[src/rtl/fetch_stage.sv]
// LEGv8 instruction fetch + IF/ID register: one outstanding word fetch, 2-cycle best-case issue-to-decode.
// Decode stall holds IF/ID and parks a returning word in a skid register; redirect flushes everything.
module fetch_stage #(
  parameter int                   PC_WIDTH = 64,
  parameter logic [PC_WIDTH-1:0]  RESET_PC = '0
) (
  input  logic                clk,
  input  logic                rst_n,
  input  logic                stall,
  input  logic                redirect_valid,
  input  logic [PC_WIDTH-1:0] redirect_pc,
  output logic                imem_req_valid,
  input  logic                imem_req_ready,
  output logic [PC_WIDTH-1:0] imem_addr,
  input  logic                imem_rsp_valid,
  input  logic [31:0]         imem_rsp_data,
  output logic                if_id_valid,
  output logic [PC_WIDTH-1:0] if_id_pc,
  output logic [31:0]         if_id_instr,
  output logic [10:0]         opcode
);

  typedef enum logic [1:0] {S_REQ, S_WAIT, S_HOLD} state_t;

  state_t              state, state_nxt;
  logic [PC_WIDTH-1:0] pc, pc_nxt;
  logic                drop, drop_nxt;
  logic [31:0]         skid_instr, skid_instr_nxt;
  logic [PC_WIDTH-1:0] skid_pc, skid_pc_nxt;
  logic                if_id_valid_nxt;
  logic [PC_WIDTH-1:0] if_id_pc_nxt;
  logic [31:0]         if_id_instr_nxt;
  logic                load;
  logic [PC_WIDTH-1:0] pc_inc;
  logic [PC_WIDTH-1:0] redirect_target;

  assign pc_inc          = pc + PC_WIDTH'(4);
  assign redirect_target = redirect_pc & ~PC_WIDTH'(3);

  always_ff @(posedge clk) begin
    if (!rst_n) begin
      state       <= S_REQ;
      pc          <= RESET_PC;
      drop        <= 1'b0;
      skid_instr  <= '0;
      skid_pc     <= '0;
      if_id_valid <= 1'b0;
      if_id_pc    <= '0;
      if_id_instr <= '0;
    end else begin
      state       <= state_nxt;
      pc          <= pc_nxt;
      drop        <= drop_nxt;
      skid_instr  <= skid_instr_nxt;
      skid_pc     <= skid_pc_nxt;
      if_id_valid <= if_id_valid_nxt;
      if_id_pc    <= if_id_pc_nxt;
      if_id_instr <= if_id_instr_nxt;
    end
  end

  always_comb begin
    state_nxt       = state;
    pc_nxt          = pc;
    drop_nxt        = drop;
    skid_instr_nxt  = skid_instr;
    skid_pc_nxt     = skid_pc;
    if_id_pc_nxt    = if_id_pc;
    if_id_instr_nxt = if_id_instr;
    load            = 1'b0;

    case (state)
      S_REQ: begin
        if (imem_req_ready) state_nxt = S_WAIT;
      end
      S_WAIT: begin
        if (imem_rsp_valid) begin
          if (drop) begin
            drop_nxt  = 1'b0;
            state_nxt = S_REQ;
          end else if (!(if_id_valid && stall)) begin
            load            = 1'b1;
            if_id_instr_nxt = imem_rsp_data;
            if_id_pc_nxt    = pc;
            pc_nxt          = pc_inc;
            state_nxt       = S_REQ;
          end else begin
            skid_instr_nxt = imem_rsp_data;
            skid_pc_nxt    = pc;
            state_nxt      = S_HOLD;
          end
        end
      end
      S_HOLD: begin
        if (!stall) begin
          load            = 1'b1;
          if_id_instr_nxt = skid_instr;
          if_id_pc_nxt    = skid_pc;
          pc_nxt          = pc_inc;
          state_nxt       = S_REQ;
        end
      end
      default: state_nxt = S_REQ;
    endcase

    if (load)        if_id_valid_nxt = 1'b1;
    else if (!stall) if_id_valid_nxt = 1'b0;
    else             if_id_valid_nxt = if_id_valid;

    // Redirect wins over stall; an already-accepted fetch must still be drained via drop.
    if (redirect_valid) begin
      pc_nxt          = redirect_target;
      if_id_valid_nxt = 1'b0;
      if_id_pc_nxt    = if_id_pc;
      if_id_instr_nxt = if_id_instr;
      skid_instr_nxt  = skid_instr;
      skid_pc_nxt     = skid_pc;
      drop_nxt        = drop;
      state_nxt       = S_REQ;
      case (state)
        S_REQ: begin
          if (imem_req_ready) begin
            state_nxt = S_WAIT;
            drop_nxt  = 1'b1;
          end
        end
        S_WAIT: begin
          if (imem_rsp_valid) begin
            drop_nxt = 1'b0;
          end else begin
            state_nxt = S_WAIT;
            drop_nxt  = 1'b1;
          end
        end
        default: state_nxt = S_REQ;
      endcase
    end
  end

  assign imem_req_valid = rst_n && (state == S_REQ);
  assign imem_addr      = pc;
  assign opcode         = if_id_instr[31:21];

endmodule

[config.mk]
export PLATFORM = sky130hd
export DESIGN_NAME = fetch_stage
export DESIGN_NICKNAME = d
export VERILOG_FILES = /design/src/rtl/fetch_stage.sv
export SDC_FILE = /design/constraint.sdc
export NUM_CORES = 1
export LEC_CHECK = 0
export BUFFER_PORTS_ARGS = -buffer_cell sky130_fd_sc_hd__buf_2
export CAP_MARGIN = 20
export CORE_MARGIN = 5
export CORE_UTILIZATION = 56
export CTS_BUF_LIST = sky130_fd_sc_hd__clkbuf_8
export DETAILED_ROUTE_END_ITERATION = 16
export PLACE_DENSITY_LB_ADDON = 0.08
export SLEW_MARGIN = 25
export SYNTH_ARGS = -nofsm -noshare
export SYNTH_HDL_FRONTEND = slang
export SYNTH_SLANG_ARGS = --single-unit
[constraint.sdc]
create_clock -name clk -period 3.1 [get_ports clk]
set_clock_uncertainty 0.2 [all_clocks]
set_input_delay 0.465 -clock clk [delete_from_list [all_inputs] [get_ports clk]]
set_output_delay 0.465 -clock clk [all_outputs]
set_load 0.03 [all_outputs]
==> report_table.html <==
<table>
<tr><th>Metric</th><th>Value</th></tr>
<tr><th colspan="2">Status</th></tr>
<tr><td>Status</td><td>finished, final reports clean</td></tr>
<tr><th colspan="2">Job</th></tr>
<tr><td>Number of maximum-capacitance constraint violations</td><td>0</td></tr>
<tr><th colspan="2">Floorplanning</th></tr>
<tr><td>Die Outline Area</td><td>24000 um^2</td></tr>
<tr><td>Floorplan die height</td><td>155 um</td></tr>
<tr><td>Std-Cell Rows</td><td>53</td></tr>
<tr><td>Floorplan die width</td><td>155 um</td></tr>
<tr><td>Initial Util</td><td>56.4%</td></tr>
<tr><td>Boundary pin count</td><td>275</td></tr>
<tr><td>Placeable core region</td><td>20900 um^2</td></tr>
<tr><th colspan="2">Routing</th></tr>
<tr><td>DRC</td><td>0</td></tr>
<tr><td>Vias per cell</td><td>5.74</td></tr>
<tr><td>Count of nets left with antenna violations after detail routing</td><td>0</td></tr>
<tr><td>Number of DRC violations after detailed-routing iteration 0</td><td>622</td></tr>
<tr><td>Routed vias</td><td>11.0k</td></tr>
<tr><td>Total length of routed wires</td><td>33500 um</td></tr>
<tr><td>Per-cell routed wire length</td><td>17.4 um</td></tr>
<tr><td>Number of iterations in the first detailed-routing pass</td><td>5</td></tr>
<tr><th colspan="2">Worst setup path</th></tr>
<tr><td>Count of buffering cells on the critical path with inverters included</td><td>1</td></tr>
<tr><td>Maximum fanout encountered on the critical timing path</td><td>8</td></tr>
<tr><td>Depth of the worst register-to-register path</td><td>7</td></tr>
<tr><td>End of the critical path</td><td>imem_addr[60]</td></tr>
<tr><td>Reg2reg start</td><td>state[0]</td></tr>
<tr><td>Logic depth of the worst setup path including buffers</td><td>7</td></tr>
<tr><td>Worst Path Arrival</td><td>2.95 ns</td></tr>
<tr><td>Max stage delay cell, worst path</td><td>or4_1</td></tr>
<tr><td>Setup slack of the most critical reg-to-reg path</td><td>0.43 ns</td></tr>
<tr><td>Crit path kind</td><td>flip-flop to flip-flop</td></tr>
<tr><td>Largest stage delay on the critical path</td><td>0.57 ns</td></tr>
<tr><td>Cells traversed along the worst timing path</td><td>inv_1 -&gt; ha_4 -&gt; o21ai_0 -&gt; a22o_1 -&gt; nand4b_1 -&gt; or4_1 -&gt; a31oi_1</td></tr>
<tr><td>Startpoint of the worst setup timing path</td><td>state[0]</td></tr>
<tr><td>Worst setup EP type</td><td>flip-flop</td></tr>
<tr><td>Family of cells with the greatest summed delay on the critical path</td><td>simple AND/OR/NAND/NOR gates</td></tr>
<tr><td>Endpoint of the worst register-to-register path</td><td>imem_addr[60]</td></tr>
<tr><td>Crit path required time</td><td>3.37 ns</td></tr>
<tr><td>Startpoint class of the critical path</td><td>flip-flop</td></tr>
<tr><th colspan="2">Global route</th></tr>
<tr><td>Largest net degree at the start of global routing</td><td>85</td></tr>
<tr><td>First-pass GRT wire length</td><td>53900 um</td></tr>
<tr><td>Global route overflow</td><td>0</td></tr>
<tr><td>Antenna violations before repair</td><td>4</td></tr>
<tr><td>Combined global-route utilization of all metal layers</td><td>26.6%</td></tr>
<tr><td>Via count of the first global-routing pass</td><td>10.6k</td></tr>
<tr><th colspan="2">STA</th></tr>
<tr><td>Share of the clock period used by the worst path</td><td>86.3%</td></tr>
<tr><td>Unrepaired setup endpoints after global routing</td><td>false</td></tr>
<tr><td>Count of final setup violators</td><td>0</td></tr>
<tr><td>Number of pins with negative max-slew slack in the final report</td><td>0</td></tr>
<tr><td>Relative max-transition margin</td><td>30.0%</td></tr>
<tr><td>Final sum of negative setup slack</td><td>0 ns</td></tr>
<tr><td>Slew at the pin with the worst max-slew slack</td><td>1.05 ns</td></tr>
<tr><td>Peak clock frequency supported by timing</td><td>374 MHz</td></tr>
<tr><td>Minimum clock period</td><td>2.67 ns</td></tr>
<tr><td>Final count of hold timing violations</td><td>0</td></tr>
<tr><th colspan="2">Power and ir drop</th></tr>
<tr><td>Power per Cell Area</td><td>514 nW/um^2</td></tr>
<tr><td>Worst ir drop on vdd</td><td>0.473 mV</td></tr>
<tr><td>Leakage power total</td><td>6.57 nW</td></tr>
<tr><td>Total power after layout</td><td>0.00746 W</td></tr>
<tr><th colspan="2">Finish</th></tr>
<tr><td>Final design utilization</td><td>69.6%</td></tr>
<tr><td>Area growth syn-to-layout</td><td>23.4%</td></tr>
<tr><td>Final net count</td><td>1724</td></tr>
<tr><td>Total non-filler cell area in the finished layout</td><td>14500 um^2</td></tr>
<tr><td>Fraction of final layout cells with drive strength greater than 1</td><td>22.6%</td></tr>
<tr><th colspan="2">Yosys</th></tr>
<tr><td>Mapped cell area</td><td>11800 um^2</td></tr>
<tr><td>Fraction of synthesis flops using an asynchronous set or reset pin</td><td>0%</td></tr>
<tr><td>Syn_area_per_cell</td><td>8.70 um^2</td></tr>
<tr><td>Distinct cell type count after synthesis</td><td>54</td></tr>
<tr><td>Cell count after synthesis</td><td>1354</td></tr>
<tr><td>Yosys warning total</td><td>0</td></tr>
<tr><td>Leading register cell type out of synthesis</td><td>dfxtp_1</td></tr>
<tr><td>Count of flip-flops with a built-in enable after synthesis</td><td>0</td></tr>
<tr><td>Fraction of the yosys area taken by sequential cells</td><td>43.2%</td></tr>
<tr><td>Number of flip-flops and latches in the synthesized netlist</td><td>254</td></tr>
<tr><th colspan="2">Placement</th></tr>
<tr><td>Post-placement cell area</td><td>13300 um^2</td></tr>
<tr><td>Gp weighted congestion</td><td>0.841</td></tr>
<tr><td>Buffers added on ports</td><td>268</td></tr>
<tr><td>Final HPWL DP</td><td>21700 um</td></tr>
<tr><th colspan="2">Clocking</th></tr>
<tr><td>Maximum number of buffers from clock root to sink</td><td>3</td></tr>
<tr><td>TritonCTS clock tree</td><td>built</td></tr>
<tr><td>Root buffer cell</td><td>clkbuf_8</td></tr>
<tr><td>CTS sink cnt</td><td>254</td></tr>
<tr><td>Post-CTS setup buffer count</td><td>0</td></tr>
<tr><td>Post-cts resize count</td><td>0</td></tr>
<tr><td>Number of clock buffers inserted by TritonCTS</td><td>43</td></tr>
<tr><td>Total of hold buffers inserted after clock tree synthesis</td><td>46</td></tr>
<tr><td>Latest clock arrival within the worst-skew pair</td><td>0.54 ns</td></tr>
<tr><td>CTS H-tree lvls</td><td>2</td></tr>
<tr><td>Clock-pin slew reported for the worst setup and hold paths after clock tree synthesis</td><td>0.06 ns</td></tr>
<tr><th colspan="2">Hold path</th></tr>
<tr><td>Hold path cells</td><td>3</td></tr>
<tr><td>Hold wc startpoint</td><td>redirect_pc[13]</td></tr>
<tr><td>Hold WC Path Type</td><td>input port to flip-flop</td></tr>
</table>
power breakdown:
group | internal [W] | leakage (nW) | total, W | switching, W
Combinational | 0.000398 | 4.04 | 0.00109 | 0.000694
Clock | 0.00151 | 0.456 | 0.00280 | 0.00129
Sequential | 0.00342 | 2.07 | 0.00357 | 0.000157
tightest hold or removal path, delay by kind of cell:
| family | cells | cell delay (ns) |
|---|---|---|
| AO/OA/AOI/OAI | 2 | 0.17 |
| buffers and inverters | 1 | 0.08 |
sequential cells by signal (all words and copies together) (netlist names):
register     cells
skid_instr      32
if_id_instr     32
state            2
skid_pc         62
if_id_valid      1
imem_addr       62
if_id_pc        62
drop             1
cells by family after synthesis:
family | count (synthesis) | share of synthesized area, %
compound gates | 344 | 22.2
xor+xnor | 20 | 1.49
fa+ha+maj | 4 | 0.425
buf+inv | 141 | 5.10
flops | 254 | 43.2
mux | 90 | 7.65
other cells | 1 | 0.0319
simple gates | 500 | 19.9
synthesized netlist by cell type, drive strengths merged, types with 12 or more instances:
| master | n | share of area [%] |
|---|---|---|
| nand3 | 26 | 1.1 |
| clkbuf | 104 | 3.3 |
| mux2i | 90 | 7.7 |
| a21boi | 94 | 6.0 |
| nor4 | 16 | 0.85 |
| nand2 | 318 | 10 |
| o211a | 102 | 8.7 |
| o21ai | 67 | 2.8 |
| nand4 | 23 | 1.3 |
| nor3 | 19 | 0.85 |
| o31ai | 14 | 0.89 |
| buf | 25 | 1.4 |
| nor2 | 14 | 0.45 |
| dfxtp | 254 | 43 |
| a21oi | 17 | 0.72 |
| or3 | 20 | 1.1 |
| or4 | 15 | 0.99 |
| inv | 12 | 0.38 |
| a31oi | 23 | 1.2 |
| xnor2 | 15 | 1.1 |
area by class of cell:
| type | count | area, um^2 |
|---|---|---|
| fillers | 1701 | 6360 |
| clock buffers | 53 | 729 |
| repair buffers | 345 | 2130 |
| diodes | 2 | 5.00 |
| well taps | 275 | 344 |
| inverters | 12 | 45.0 |
| flip-flops and latches | 254 | 5080 |
| clock inverters | 14 | 52.6 |
| multi-input cells | 962 | 6140 |
how the worst min path moves through the flow:
stage,endpoint,slack (ns)
2_1_floorplan,skid_instr[0],0.24
3_3_place_gp,skid_pc[55],0.25
3_5_place_dp,skid_instr[4],0.26
4_1_cts,imem_addr[25],0.004
5_1_grt,imem_addr[7],0.02
6_report,imem_addr[13],0.03
layout by cell type (no fill, tap or decap), types with 9 or more instances in the layout:
master | netlist | layout
dfxtp_1 | 254 | 254
or4_1 | 14 | 14
a31oi_1 | 23 | 23
nor4_1 | 16 | 16
mux2i_1 | 90 | 90
o211a_1 | 102 | 102
o21ai_0 | 67 | 67
o31ai_1 | 14 | 14
nor3_1 | 18 | 18
nand2_1 | 318 | 318
a21boi_0 | 94 | 94
xnor2_1 | 15 | 15
nand3_1 | 25 | 24
clkbuf_8 | 0 | 53
dlygate4sd3_1 | 0 | 46
a21oi_1 | 17 | 17
or3_1 | 16 | 16
nand2b_1 | 9 | 9
inv_1 | 12 | 25
nor2_1 | 14 | 14
nand4_1 | 21 | 21
buf_2 | 2 | 267
buf_4 | 16 | 24
routing by layer:
| layer | global-route usage (%) | share of wire, % | vias up |
|---|---|---|---|
| met4 | 8.20 | 2.2 | 4 |
| li1 | - | - | 5340 |
| met5 | 0 | 0.081 | - |
| met3 | 5.42 | 6.8 | 54 |
| met1 | 35.2 | 44 | 5244 |
| met2 | 44.0 | 47 | 361 |
per-stage QoR:
| step | setup slack [ns] | std cells | hold WS, ns |
|---|---|---|---|
| floorplan | 0.438 | 1357 | 0.243 |
| global placement | 0.465 | 1802 | 0.249 |
| detailed placement | 0.424 | 1802 | 0.256 |
| CTS | 0.400 | 1915 | 0.00380 |
| global route | 0.241 | 1917 | 0.0198 |
| finish | 0.425 | 1917 | 0.0264 |
(Power assumes the default switching activity.)
